==> src/rtl/hazard_ctrl_if.sv <==
// Hazard-control bundle between the five-stage pipeline datapath and hazard_ctrl.
// The pipeline side holds the master modport; the controller holds the slave modport.
interface hazard_ctrl_if #(
  parameter int CNT_W = 16
);
  logic [4:0]       Rs1D, Rs2D, Rs1E, Rs2E;
  logic [4:0]       RdE, RdM, RdW;
  logic             RegWriteM, RegWriteW;
  logic             ResultSrcE0;
  logic             PCSrcE;
  logic             MemAccessM;
  logic             MemReadyM;
  logic [1:0]       ForwardAE, ForwardBE;
  logic             StallF, StallD, StallE, StallM;
  logic             FlushD, FlushE, FlushW;
  logic             MemErr;
  logic [CNT_W-1:0] StallCycles;

  modport master (
    output Rs1D, Rs2D, Rs1E, Rs2E, RdE, RdM, RdW,
    output RegWriteM, RegWriteW, ResultSrcE0, PCSrcE, MemAccessM, MemReadyM,
    input  ForwardAE, ForwardBE, StallF, StallD, StallE, StallM,
    input  FlushD, FlushE, FlushW, MemErr, StallCycles
  );

  modport slave (
    input  Rs1D, Rs2D, Rs1E, Rs2E, RdE, RdM, RdW,
    input  RegWriteM, RegWriteW, ResultSrcE0, PCSrcE, MemAccessM, MemReadyM,
    output ForwardAE, ForwardBE, StallF, StallD, StallE, StallM,
    output FlushD, FlushE, FlushW, MemErr, StallCycles
  );
endinterface

==> src/rtl/hazard_ctrl.sv <==
// Pipeline hazard controller: operand forwarding, load-use and branch handling,
// data-memory wait FSM with sticky timeout error, and a saturating stall counter.
module hazard_ctrl #(
  parameter int MEM_TIMEOUT = 16,
  parameter int CNT_W       = 16
) (
  input logic         clk,
  input logic         rst_n,
  hazard_ctrl_if.slave hz
);

  localparam int WCNT_W = $clog2(MEM_TIMEOUT) + 1;

  typedef enum logic [1:0] {IDLE, WAIT, ERR} memState_t;

  memState_t         state, stateNext;
  logic [WCNT_W-1:0] waitCnt, waitCntNext;
  logic [CNT_W-1:0]  stallCycles;
  logic              memErr;
  logic              lwStall, memStall;

  function automatic logic [1:0] fwdSel(input logic [4:0] rs, input logic regWriteM,
                                        input logic [4:0] rdM, input logic regWriteW,
                                        input logic [4:0] rdW);
    if (regWriteM && rdM != 5'd0 && rdM == rs)      return 2'b10;
    else if (regWriteW && rdW != 5'd0 && rdW == rs) return 2'b01;
    else                                            return 2'b00;
  endfunction

  assign hz.ForwardAE = fwdSel(hz.Rs1E, hz.RegWriteM, hz.RdM, hz.RegWriteW, hz.RdW);
  assign hz.ForwardBE = fwdSel(hz.Rs2E, hz.RegWriteM, hz.RdM, hz.RegWriteW, hz.RdW);

  assign lwStall = hz.ResultSrcE0 && hz.RdE != 5'd0 &&
                   (hz.RdE == hz.Rs1D || hz.RdE == hz.Rs2D);

  // Memory wait FSM: next state, wait counter and the freeze request
  always_comb begin
    stateNext   = state;
    waitCntNext = waitCnt;
    memStall    = 1'b0;
    unique case (state)
      IDLE: begin
        if (hz.MemAccessM && !hz.MemReadyM) begin
          memStall    = 1'b1;
          stateNext   = WAIT;
          waitCntNext = WCNT_W'(1);
        end
      end
      WAIT: begin
        if (hz.MemReadyM) begin
          stateNext   = IDLE;
          waitCntNext = '0;
        end else begin
          memStall = 1'b1;
          if (waitCnt == WCNT_W'(MEM_TIMEOUT - 1)) stateNext = ERR;
          else                                      waitCntNext = waitCnt + 1'b1;
        end
      end
      ERR: begin
        memStall = 1'b1;
      end
      default: begin
        stateNext   = IDLE;
        waitCntNext = '0;
      end
    endcase
  end

  // Output priority: memory freeze, then taken branch, then load-use
  always_comb begin
    hz.StallF = 1'b0;
    hz.StallD = 1'b0;
    hz.StallE = 1'b0;
    hz.StallM = 1'b0;
    hz.FlushD = 1'b0;
    hz.FlushE = 1'b0;
    hz.FlushW = 1'b0;
    if (memStall) begin
      hz.StallF = 1'b1;
      hz.StallD = 1'b1;
      hz.StallE = 1'b1;
      hz.StallM = 1'b1;
      hz.FlushW = 1'b1;
    end else if (hz.PCSrcE) begin
      hz.FlushD = 1'b1;
      hz.FlushE = 1'b1;
    end else if (lwStall) begin
      hz.StallF = 1'b1;
      hz.StallD = 1'b1;
      hz.FlushE = 1'b1;
    end
  end

  always_ff @(posedge clk or negedge rst_n) begin
    if (!rst_n) begin
      state   <= IDLE;
      waitCnt <= '0;
    end else begin
      state   <= stateNext;
      waitCnt <= waitCntNext;
    end
  end

  // Sticky error and saturating stall-cycle counter
  always_ff @(posedge clk or negedge rst_n) begin
    if (!rst_n) begin
      memErr      <= 1'b0;
      stallCycles <= '0;
    end else begin
      if (stateNext == ERR) memErr <= 1'b1;
      if (hz.StallF && stallCycles != {CNT_W{1'b1}}) stallCycles <= stallCycles + 1'b1;
    end
  end

  assign hz.MemErr      = memErr;
  assign hz.StallCycles = stallCycles;

endmodule

==> src/flat_wrapper.sv <==
// flat-port wrapper written by rule: the top's interface ports become plain ports
module hazard_ctrl_flat 
#(
  parameter int MEM_TIMEOUT = 16,
  parameter int CNT_W       = 16
)
  (clk, rst_n, hz_Rs1D, hz_Rs2D, hz_Rs1E, hz_Rs2E, hz_RdE, hz_RdM, hz_RdW, hz_RegWriteM, hz_RegWriteW, hz_ResultSrcE0, hz_PCSrcE, hz_MemAccessM, hz_MemReadyM, hz_ForwardAE, hz_ForwardBE, hz_StallF, hz_StallD, hz_StallE, hz_StallM, hz_FlushD, hz_FlushE, hz_FlushW, hz_MemErr, hz_StallCycles);
  hazard_ctrl_if #(.CNT_W(CNT_W)) hz_i ();
  input logic clk;
  input logic rst_n;
  input wire logic [$bits(hz_i.Rs1D)-1:0] hz_Rs1D;
  input wire logic [$bits(hz_i.Rs2D)-1:0] hz_Rs2D;
  input wire logic [$bits(hz_i.Rs1E)-1:0] hz_Rs1E;
  input wire logic [$bits(hz_i.Rs2E)-1:0] hz_Rs2E;
  input wire logic [$bits(hz_i.RdE)-1:0] hz_RdE;
  input wire logic [$bits(hz_i.RdM)-1:0] hz_RdM;
  input wire logic [$bits(hz_i.RdW)-1:0] hz_RdW;
  input wire logic [$bits(hz_i.RegWriteM)-1:0] hz_RegWriteM;
  input wire logic [$bits(hz_i.RegWriteW)-1:0] hz_RegWriteW;
  input wire logic [$bits(hz_i.ResultSrcE0)-1:0] hz_ResultSrcE0;
  input wire logic [$bits(hz_i.PCSrcE)-1:0] hz_PCSrcE;
  input wire logic [$bits(hz_i.MemAccessM)-1:0] hz_MemAccessM;
  input wire logic [$bits(hz_i.MemReadyM)-1:0] hz_MemReadyM;
  output wire logic [$bits(hz_i.ForwardAE)-1:0] hz_ForwardAE;
  output wire logic [$bits(hz_i.ForwardBE)-1:0] hz_ForwardBE;
  output wire logic [$bits(hz_i.StallF)-1:0] hz_StallF;
  output wire logic [$bits(hz_i.StallD)-1:0] hz_StallD;
  output wire logic [$bits(hz_i.StallE)-1:0] hz_StallE;
  output wire logic [$bits(hz_i.StallM)-1:0] hz_StallM;
  output wire logic [$bits(hz_i.FlushD)-1:0] hz_FlushD;
  output wire logic [$bits(hz_i.FlushE)-1:0] hz_FlushE;
  output wire logic [$bits(hz_i.FlushW)-1:0] hz_FlushW;
  output wire logic [$bits(hz_i.MemErr)-1:0] hz_MemErr;
  output wire logic [$bits(hz_i.StallCycles)-1:0] hz_StallCycles;
  assign hz_i.Rs1D = hz_Rs1D;
  assign hz_i.Rs2D = hz_Rs2D;
  assign hz_i.Rs1E = hz_Rs1E;
  assign hz_i.Rs2E = hz_Rs2E;
  assign hz_i.RdE = hz_RdE;
  assign hz_i.RdM = hz_RdM;
  assign hz_i.RdW = hz_RdW;
  assign hz_i.RegWriteM = hz_RegWriteM;
  assign hz_i.RegWriteW = hz_RegWriteW;
  assign hz_i.ResultSrcE0 = hz_ResultSrcE0;
  assign hz_i.PCSrcE = hz_PCSrcE;
  assign hz_i.MemAccessM = hz_MemAccessM;
  assign hz_i.MemReadyM = hz_MemReadyM;
  assign hz_ForwardAE = hz_i.ForwardAE;
  assign hz_ForwardBE = hz_i.ForwardBE;
  assign hz_StallF = hz_i.StallF;
  assign hz_StallD = hz_i.StallD;
  assign hz_StallE = hz_i.StallE;
  assign hz_StallM = hz_i.StallM;
  assign hz_FlushD = hz_i.FlushD;
  assign hz_FlushE = hz_i.FlushE;
  assign hz_FlushW = hz_i.FlushW;
  assign hz_MemErr = hz_i.MemErr;
  assign hz_StallCycles = hz_i.StallCycles;
  hazard_ctrl #(.MEM_TIMEOUT(MEM_TIMEOUT), .CNT_W(CNT_W)) u_core (.clk(clk), .rst_n(rst_n), .hz(hz_i));
endmodule
==> config.mk <==
export PLATFORM = sky130hd
export DESIGN_NAME = hazard_ctrl_flat
export DESIGN_NICKNAME = d
export VERILOG_FILES = /design/src/rtl/hazard_ctrl_if.sv /design/src/rtl/hazard_ctrl.sv /design/src/flat_wrapper.sv
export SDC_FILE = /design/constraint.sdc
export NUM_CORES = 1
export LEC_CHECK = 0
export ABC_AREA = 1
export ABC_CLOCK_PERIOD_IN_PS = 1730
export CAP_MARGIN = 20
export CORE_MARGIN = 2
export CORE_UTILIZATION = 45
export CTS_CLUSTER_DIAMETER = 200
export DETAILED_ROUTE_END_ITERATION = 8
export PLACE_DENSITY = 0.81
export SYNTH_ARGS = -nofsm -noshare
export SYNTH_HDL_FRONTEND = slang
export SYNTH_SLANG_ARGS = --single-unit
==> constraint.sdc <==
create_clock -name clk -period 1.73 [get_ports clk]
set_input_delay 0.346 -clock clk [delete_from_list [all_inputs] [get_ports clk]]
set_output_delay 0.346 -clock clk [all_outputs]
set_load 0.02 [all_outputs]
Yosys cells after proc, flatten, opt, wreduce, memory -nomap -nowiden
Cells that the tools add are included.

storage, ports and cells
  logic and storage cells = 60
  input bits = 43
  bits in registers = 24
  output and inout port bits = 28

operators by class
  bitwise operators = 1
  reductions and logical operators = 17
  equality and inequality tests = 13
  $add $sub $neg = 2
  multiplexer cells = 23

operators by type and width
  kind                   count
  $eq 5x5->1             6
  $add 16x1->16 const B  1
  $ne 16x16->1 const B   1
  $mux 5                 3
  $pmux 5 s3             1
  $reduce_bool 5->1      3
  $mux 1                 12
  $logic_and 1x1->1      10
  $mux 2                 5
  $pmux 2 s3             1
  $add 5x1->5 const B    1
  $eq 5x4->1 const B     1
  $eq 2x2->1 const B     2
  $ne 3x3->1 const B     1
  $pmux 1 s3             1
  $reduce_and 3->1       1
  $eq 2x1->1 const B     1
  $logic_not 2->1        1
  $ne 2x1->1 const B     1
  $logic_not 1->1        1
  $logic_or 1x1->1       1
  $not 1->1              1

Longest topological paths before layout
  depth in word-level cells = 7
  depth in mapped cells = 12
  mapped depth without buffers = 11

Least setup slack after synthesis
No wires, ideal clock.

  kind = input-to-output
  start point = in hz_RdM[3]
  end point = out hz_ForwardBE[0]
  data arrival time = 1562 ps
  path slack = -178 ps
  cell stages on the path = 3
  cell sequence = xor2_1 nor4_1 nor3_1

on the way
  word-level cells in the longest chain between the ends = 4
  elaborated cells between the ends (all ways) = 5
  classes of those cells = eq/ne (1); mux (1); reduce/logical (3)

RTL lines
  item                   line                text
  start, declared        flat_wrapper.sv:16  input wire logic [$bits(hz_i.RdM)-1:0] hz_RdM;
  $reduce_bool 5->1      hazard_ctrl.sv:25   if (regWriteM && rdM != 5'd0 && rdM == rs) return 2'b10;
  $logic_and 1x1->1      hazard_ctrl.sv:25
  $logic_and 1x1->1 (*)  hazard_ctrl.sv:25
  $mux 2 (*)             hazard_ctrl.sv:25
  end, declared          flat_wrapper.sv:25  output wire logic [$bits(hz_i.ForwardBE)-1:0] hz_ForwardBE;

Mark *: on every way between the ends. The rest lies on a longest branch, timed or not.

Final worst setup path
  start point = in hz_Rs2E[1]
  end point = out hz_ForwardBE[0]

on the way
  word-level cells in the longest chain between the ends = 4
  elaborated cells between the ends (all ways) = 6
  classes of those cells = eq/ne (2); mux (2); reduce/logical (2)

RTL lines
  item               line                text
  start, declared    flat_wrapper.sv:14  input wire logic [$bits(hz_i.Rs2E)-1:0] hz_Rs2E;
  $eq 5x5->1         hazard_ctrl.sv:26   else if (regWriteW && rdW != 5'd0 && rdW == rs) return 2'b01;
  $logic_and 1x1->1  hazard_ctrl.sv:26
  $mux 1             hazard_ctrl.sv:26
  $mux 2 (*)         hazard_ctrl.sv:25

Marked as above.

==> impl_metrics.env <==
export IMPL_wl_per_cell_um=13.47
export IMPL_cp_max_fo=2
export IMPL_status="finished, final reports clean"
export IMPL_globalRouteTotalUtil_pct=23.32
export IMPL_first_pass_iters=5
export IMPL_final_cell_mix="nand2_1, inv_1, nand3_1"
export IMPL_power_switching_mw=1.101
export IMPL_layout_cells_non_filler=419
export IMPL_hold_viol_final=0
export IMPL_combPwrFrac_pct=56.4
export IMPL_fp_row_count=23
export IMPL_stdcell_area_um2=2988
export IMPL_wl_met3_um=349
export IMPL_grt_ovfl_total=0
export IMPL_io_pin_count=71
export IMPL_layout_commonest_cell="nand2_1"
export IMPL_clkSlewWorstSetupHoldPaths_ns=0.09
export IMPL_dpl_cell_area_um2=2840
export IMPL_dr_total_vias=2115
export IMPL_switching_share_pct=41.52
export IMPL_clk_latency_ns=0.27
export IMPL_slowest_delay_ns=0.22
export IMPL_ctsHoldBuffers=0
export IMPL_dieArea_um2=4871
export IMPL_slew_violations=0
export IMPL_worstPathRequired_ns=1.38
export IMPL_netlist_area_um2=1948
export IMPL_syn_avg_cell_area_um2=7.058
export IMPL_synth_simple_gate_area_share_pct=39.95
export IMPL_hold_path_class="input port to asynchronous set/reset pin"
export IMPL_crit_path_top_delay_cell="clkdlybuf4s15_1"
export IMPL_die_h_um=69.80
export IMPL_ys_ff_latch=24
export IMPL_max_slew_margin_pct=77.70
export IMPL_antenna_left=0
export IMPL_synth_xor_area_share_pct=13.94
export IMPL_cp_end_kind="output port"
export IMPL_synth_fa_ha_area_share_pct=1.927
export IMPL_p_clk_share_pct=14.5
export IMPL_r2r_cells=9
export IMPL_r2r_slack_ns=0.05
export IMPL_drt_vias_per_instance=5.048
export IMPL_worst_pin_slew_ns=0.3320
export IMPL_synthCells=276
export IMPL_synth_edf_count=0
export IMPL_worstSetupPathType="input port to output port"
export IMPL_diodes=0
export IMPL_area_growth_pct=53.37
export IMPL_critical_path_reg2reg_startpoint="u_core.waitCnt[0]"
export IMPL_critPathLaunch="hz_Rs2E[1]"
export IMPL_grt_pass1_wl_mm=9.404
export IMPL_fin_nets=416
export IMPL_synthFlopType="dfrtp_1"
export IMPL_highest_layer="met4"
export IMPL_path_cells="clkdlybuf4s15_1, xor2_1, nor3_1, nand3_1, nor3_1, buf_2"
export IMPL_grt_max_degree=25
export IMPL_dp_cells=413
export IMPL_final_min_clock_period_ns=1.701
export IMPL_clockBufferDepth=2
export IMPL_whs_ns=0.4244
export IMPL_antenna_found_initial=0
export IMPL_port_buffers=70
export IMPL_remaining_drc_errors=0
export IMPL_skew_ns=0.009727
export IMPL_n_fill_cell=314
export IMPL_fmax_mhz=587.9
export IMPL_cts_buffers_inserted=3
export IMPL_htreeDepth=1
export IMPL_crit_top_cell="nor3_1"
export IMPL_drtIter0Drc=74
export IMPL_yosysSeqAreaShare_pct=30.83
export IMPL_crit_arrival_ns=1.35
export IMPL_initial_core_util_pct=47.67
export IMPL_tritoncts="built"
export IMPL_drt_met1_wl_mm=2.371
export IMPL_async_reset_ff_share_pct=100.0
export IMPL_synth_compound_area_share_pct=3.147
export IMPL_synth_distinct_cells=31
export IMPL_power_density_nw_per_um2=887.5
export IMPL_cts_sinks=24
export IMPL_total_power_mw=2.652
export IMPL_start_kind="input port"
export IMPL_syn_nets=322
export IMPL_setup_violations=0
export IMPL_internal_power_mw=1.551
export IMPL_fin_crit_sh_pct=98.32
export IMPL_synth_top_family_by_area="simple AND/OR/NAND/NOR gates"
export IMPL_dpl_hpwl_mm=4.283
export IMPL_core_um2=4086
export IMPL_die_x_um=69.80
export IMPL_peakVddDrop_uv=991.0
export IMPL_leakage_nw=1.626
export IMPL_ys_warn_count=0
export IMPL_gp_congestion=0.8932
export IMPL_drive_gt1_share_pct=31.17
export IMPL_root_buffer="clkbuf_8"
export IMPL_synth_mux_area_share_pct=0
export IMPL_finalCoreUtilization_pct=73.12
export IMPL_seq_power_share_pct=29.1
export IMPL_wirelength_mm=5.646
export IMPL_maxCapViolCount=0
export IMPL_wl_met2_mm=2.848
export IMPL_grt_pass1_vias=2075
worst paths after layout:
check	endpoint
worst max-delay path	hz_ForwardBE[0]
worst min-delay path	u_core.hz.StallCycles[14]
worst max register to register	u_core.waitCnt[2]
worst min register to register	u_core.hz.MemErr
max in group asynchronous	u_core.hz.StallCycles[0]
min in group clk	u_core.hz.MemErr
area by class of cell:
cell class                      count  area (um^2)  area share (%)
Tap cell                           50        62.56           2.094
Timing Repair Buffer               95        804.5           26.93
Multi-Input combinational cell    208         1319           44.14
Clock buffer                        4        55.05           1.843
Inverter                           38        145.1           4.858
Sequential cell                    24        601.8           20.14
critical path: cells and delay by family:
kind	cells	cell delay, ns
buffers and inverters	2	0.41
AND/OR/NAND/NOR	3	0.44
XOR/XNOR	1	0.16
registers in the layout (all words and copies together), names as in the netlist:
register / cells
u_core.hz.StallCycles: 16
u_core.waitCnt: 5
u_core.hz.MemErr: 1
u_core.state: 2
power by group through the flow:
stage               Combinational [mW]  Clock (mW)  Sequential, mW
detailed placement                1.35           0           0.767
global placement                  1.32           0           0.767
floorplan                        0.743           0           0.823
finish                            1.50       0.384           0.773
global route                      1.61       0.413           0.791
CTS                               1.40       0.391           0.762
synthesized netlist by cell type (all sizes together), types with 2 or more instances:
cell type | number | share of area, %
nand2 | 90 | 18
inv | 38 | 7.3
nand3 | 30 | 8.9
dfrtp | 24 | 31
nor2 | 22 | 5.3
xnor2 | 18 | 8.1
xor2 | 13 | 5.8
nor3 | 10 | 3.4
buf | 6 | 2.9
nand4 | 6 | 3.0
o21ai | 5 | 1.3
a21oi | 3 | 0.77
ha | 3 | 1.9
nor4 | 2 | 0.64
through the flow:
step                setup TNS (ns)  setup WS [ns]
floorplan                        0       0.009447
global placement            -13.74        -0.7010
detailed placement          -14.86        -0.7414
CTS                      -0.007880      -0.007880
global route              -0.08117       -0.02522
finish                           0        0.02911
layer usage:
layer  vias to the layer above  track usage (%)
met5                         -                0
met4                         0            4.915
met3                         8            2.471
met2                        65            41.06
met1                       985            30.90
li1                       1057                -
logic make-up after synthesis:
group	count (synthesis)
AOI/OAI and AO/OA	11
xor gates and xnor gates	31
buffers and inverters	44
adders and majority gates	3
and+or+nand+nor	163
DFF	24
what timing repair did:
item / 4_1_cts / 5_1_grt
gates resized for setup: 156 / 58
pin swaps: 28 / 25
endpoints found under the setup margin: 33 / 29
setup buffers: 0 / 3
(Power assumes the default switching activity.)
==> patch 1, RTL diff (config.mk and constraints unchanged) <==
Reset style: synchronous (`rst_n`), changed in 2 clocked blocks.
--- a/src/rtl/hazard_ctrl.sv
+++ b/src/rtl/hazard_ctrl.sv
@@ -92,5 +92,5 @@
   end
 
-  always_ff @(posedge clk or negedge rst_n) begin
+  always_ff @(posedge clk) begin
     if (!rst_n) begin
       state   <= IDLE;
@@ -103,5 +103,5 @@
 
   // Sticky error and saturating stall-cycle counter
-  always_ff @(posedge clk or negedge rst_n) begin
+  always_ff @(posedge clk) begin
     if (!rst_n) begin
       memErr      <= 1'b0;
Behaviour: differs if rst_n is asserted again (counterexample within 4 cycles, from zero or initial values and one cycle with rst_n low); with rst_n held inactive, the same outputs for 10 cycles.
==> patch 1 against the original RTL <==
Wire length is 9.4% lower. Cell area decreased by 2.6%. Via count decreased by 1.0%. Area after synthesis shrank 5.6%. Setup slack got worse by 0.0017 ns. Sequential share of layout area fell by 3.5 points. Sequential cell count did not move. Maximum frequency is essentially flat.
Power is not compared: it rests on default switching activity, and its combinational part moved more than twofold at a synthesized area within 25%.
==> patch 1: results (changes against the original RTL) <==
Synth
The post-synthesis area per instance is 6.50 sq um (-7.9%). The total nets after synthesis is 329 (+2.2%). The most used flip-flop cell after synthesis is sky130_fd_sc_hd__dfxtp_1. The fraction of registers with async set/reset is 0 (-1.00).

The share of the synthesized netlist area taken by xor and xnor gates is 0.119 (-0.0203). After synthesis, the cell types taking the most area are sky130_fd_sc_hd__dfxtp_1, sky130_fd_sc_hd__nand2_1, sky130_fd_sc_hd__nor2_1. The sequential cell area fraction in the yosys report is 0.261 (-0.0471). By count the netlist is led by sky130_fd_sc_hd__nand2_1, sky130_fd_sc_hd__nor2_1, sky130_fd_sc_hd__inv_1.

Setup path
The worst register-to-register path ends at u_core.hz.StallCycles[10]. The setup slack of the most critical reg-to-reg path is 0.09 ns (+0.04 ns). The count of cells along the worst register-to-register path is 10 (+1). The most critical setup path has its startpoint at hz_Rs2D[4].

Hold path
The type of the most critical hold path is flip-flop to flip-flop.

Global routing
The overall fraction of global-route tracks in use is 0.221 (-0.0122). The number of global-route vias before repair was 1883 (-9.3%). The largest net degree at the start of global routing is 31 (+24%).

Final layout
The fraction of final layout cells with drive strength greater than 1 is 0.336 (+0.0243). The portion of the layout cell area used by clock cells was 0.0189 (+0.000491). The number of inverters outside the clock class in the layout is 41 (+7.9%).

The final sequential cell count is 24 (unchanged). The buffer share of cell area came to 0.287 (+0.0175). The share of the final layout cell area in sequential cells came to 0.167 (-0.0346). The number of non-clock buffers in the layout is 99 (+4.2%). The net count of the finished layout is 425 (+2.2%).

The filler cell count was 322 (+2.5%).

Placement
The pre-CTS setup slack was -0.814 ns (-0.0729 ns). The placer congestion estimate came to 0.804 (-10%).

Routing
The DRC marker count from the first detailed-route iteration was 104 (+41%). The detailed-routing iteration count for the pre-antenna-repair pass is 4 (-1). The detailed-route wire length is 5110 um (-9.4%).

CTS
The number of gates resized after CTS came to 148 (-5.1%).

STA
The peak clock frequency supported by timing came to 0.587 GHz (about the same). The final worst clock skew is 0.00858 ns (-0.00114 ns).

Status
The run finished with clean final reports.
patch 1: per-stage QoR:
stage | cells | hold slack, ns
after floorplan | 283 | 0.478
after global placement | 419 | 0.460
after global routing | 428 | 0.551
after detailed placement | 419 | 0.453
after CTS | 423 | 0.483
final | 428 | 0.478
patch 1: kinds of logic (layout without fill, tap and decap cells):
| kind of cell | Yosys count | count (layout) |
|---|---|---|
| simple gates | 155 | 155 |
| buf+inv | 49 | 144 |
| compound gates | 27 | 27 |
| xor+xnor | 25 | 25 |
| flops | 24 | 24 |
| fa+ha+maj | 3 | 3 |
patch 1: metal layers:
metal | vias up | wire (um) | global-route usage
met5 | - | 0 | 0
met4 | 0 | 72 | 0.0275
met3 | 8 | 191 | 0.0329
met2 | 52 | 2630 | 0.403
met1 | 945 | 2220 | 0.281
li1 | 1088 | - | -
patch 1: power breakdown:
group	total, mW	leakage, nW	internal [mW]	switching (mW)
combinational	0.620	1.27	0.299	0.321
clock	0.380	0.0288	0.203	0.177
sequential	0.608	0.197	0.582	0.0259
==> patch 2, RTL diff (config.mk and constraints unchanged) <==
Made on the original files. `MEM_TIMEOUT` is set to 16 in 2 places; all go to 8.
--- a/src/rtl/hazard_ctrl.sv
+++ b/src/rtl/hazard_ctrl.sv
@@ -2,5 +2,5 @@
 // data-memory wait FSM with sticky timeout error, and a saturating stall counter.
 module hazard_ctrl #(
-  parameter int MEM_TIMEOUT = 16,
+  parameter int MEM_TIMEOUT = 8,
   parameter int CNT_W       = 16
 ) (
--- a/src/flat_wrapper.sv
+++ b/src/flat_wrapper.sv
@@ -2,5 +2,5 @@
 module hazard_ctrl_flat 
 #(
-  parameter int MEM_TIMEOUT = 16,
+  parameter int MEM_TIMEOUT = 8,
   parameter int CNT_W       = 16
 )
Formal check against the unedited RTL: not equivalent (a bounded check fails within 10 cycles, from zero or initial values and one cycle with rst_n low).
==> patch 2 against the original RTL <==
Setup slack improved by 0.0041 ns. Cell area fell by 3.4%. Sequential cell count fell by 1. Wire length shrank 9.1%. Area after synthesis decreased by 4.9%. Power fell by 29%. Clock power is 9.4% lower. Core utilization down 0.46 points. First-iteration DRC count is 62% higher. Critical path type is now flip-flop to output port. Critical endpoint is now hz_StallCycles[8]. Largest cell class unchanged.
==> patch 2: results (changes against the original RTL) <==
Global routing
The wire length of the first global-routing pass came to 7880 um (-16%). The initial antenna violation count is 0 (unchanged). The overall fraction of global-route tracks in use came to 0.219 (-0.0139).

The number of global-route vias before repair came to 1914 (-7.8%). The largest net degree at the start of global routing is 24 (-4.0%).

Routing
The detailed-routing iteration count for the pre-antenna-repair pass came to 4 (-1). The DRC marker count from the first detailed-route iteration is 120 (+62%). The detailed-route wire length per cell is 12.5 um (-7.1%).

The mean number of vias per cell is 4.95 (-2.0%). The detailed-route wire length is 5130 um (-9.1%).

Setup path
The timing startpoint of the critical path is u_core.hz.StallCycles[8]. The count of cells along the worst register-to-register path is 6 (-3). The largest fanout of any net on the critical path is 5 (+3). The launch instance of the worst register-to-register path is u_core.hz.StallCycles[7]. The category of cells accounting for the largest share of critical-path delay is buffers and inverters.

The capture point of the worst reg-to-reg path is u_core.hz.StallCycles[10]. The cell with the biggest individual delay on the critical path is sky130_fd_sc_hd__clkdlybuf4s50_1. The setup slack of the most critical reg-to-reg path is 0.07 ns (+0.02 ns). The peak per-stage delay on the critical path is 0.63 ns (+0.41 ns). In this run the worst setup path terminates at hz_StallCycles[8].

Final layout
The multi-input gate share of total cell area is 0.438 (-0.00295). The sequential cell area is 576 sq um (-4.4%). The buffer share of cell area is 0.279 (+0.0100). The number of inverters outside the clock class in the layout was 34 (-11%). The filler cell count is 332 (+5.7%). The count of inserted antenna diode cells was 0 (unchanged). The number of flip-flops under the largest register name is 16 (unchanged). The number of multi-input logic gates came to 202 (-2.9%). The clock tree buffer count of the final layout was 3 (-1).

The number of non-clock buffers in the layout was 97 (+2.1%). The net count of the finished layout came to 406 (-2.4%). The portion of the layout cell area used by clock cells is 0.0169 (-0.00151).

The fraction of final layout cells with drive strength greater than 1 is 0.314 (+0.00224).

CTS
The number of H-tree levels is 1 (unchanged).

Synth
In the post-synthesis netlist, the biggest area contributors are sky130_fd_sc_hd__dfrtp_1, sky130_fd_sc_hd__nand2_1, sky130_fd_sc_hd__xnor2_1. The flip-flop and latch count after synthesis is 23 (-4.2%). The count of distinct cell types in the synthesized netlist was 27 (-13%). The total nets after synthesis is 310 (-3.7%). The sequential cell area fraction in the yosys report is 0.311 (+0.00253). The instance count of the mapped netlist is 265 (-4.0%). In the synthesized netlist, the cells that appear most often are sky130_fd_sc_hd__nand2_1, sky130_fd_sc_hd__inv_1, sky130_fd_sc_hd__dfrtp_1, sky130_fd_sc_hd__nand3_1, sky130_fd_sc_hd__nor2_1.

Placement
The post-placement cell count was 403 (-2.4%). The detailed-placement wirelength estimate was 3790 um (-11%). The placer congestion estimate is 0.865 (-3.1%).

Status
The flow ran to the end, and the final reports show no timing, DRC or antenna violations.

Power
The total leakage power was 1.61 nW (-1.0%). The peak ir drop on the vdd network is 0.547 mV (-45%).

STA
The transition at the pin with the smallest max-transition slack was 0.376 ns (+0.0443 ns). The final-report hold violation count is 0 (unchanged). The final worst clock skew was 0.00753 ns (-0.00220 ns).

Run
The max-cap violation count is 0 (unchanged).
==> patch 2: cell count changes after synthesis, moves of 2 or more <==
cell	change
sky130_fd_sc_hd__buf_6	-2
sky130_fd_sc_hd__inv_1	-5
sky130_fd_sc_hd__nand2_1	-6
sky130_fd_sc_hd__nand2_2	+2
sky130_fd_sc_hd__nand3_1	-4
sky130_fd_sc_hd__nand3_2	+3
sky130_fd_sc_hd__nor2_1	+4
sky130_fd_sc_hd__o21ai_0	+2
==> patch 2: metrics by stage <==
step	hold WS [ns]	setup WS (ns)	cell area, sq um	TNS [ns]
after global routing	0.454	-0.0492	2890	-0.147
after global placement	0.455	-0.761	2740	-13.52
after floorplan	0.0504	0.00945	1870	0
after detailed placement	0.462	-0.803	2740	-15.20
final	0.420	0.0332	2890	0
after CTS	0.442	0.000604	2780	0
==> patch 2: kinds of logic after synthesis <==
family,count (synthesis),share of synthesized area
adder cells (fa/ha/maj),2,0.0135
AND/OR/NAND/NOR,157,0.386
buffers and inverters,40,0.106
flip-flops,23,0.311
XOR/XNOR,31,0.147
AO/OA/AOI/OAI,12,0.0372
==> patch 2: repair_timing <==
| action | in CTS | in global routing |
|---|---|---|
| endpoints found under the hold margin | 0 | 0 |
| resized for setup | 149 | 60 |
| buffers inserted | 0 | 3 |
| endpoints found under the setup margin | 27 | 38 |
| pin swaps | 22 | 18 |
==> patch 2: per-layer routing <==
layer / global-route usage / part of all wire
met5: 0 / 0
met1: 0.252 / 0.40
met2: 0.407 / 0.52
met3: 0.0510 / 0.052
met4: 0.0525 / 0.020
==> patch 2: power by group <==
| group | total, mW | switching (mW) | internal [mW] |
|---|---|---|---|
| combinational | 0.840 | 0.444 | 0.396 |
| sequential | 0.683 | 0.0743 | 0.609 |
| clock | 0.348 | 0.185 | 0.163 |
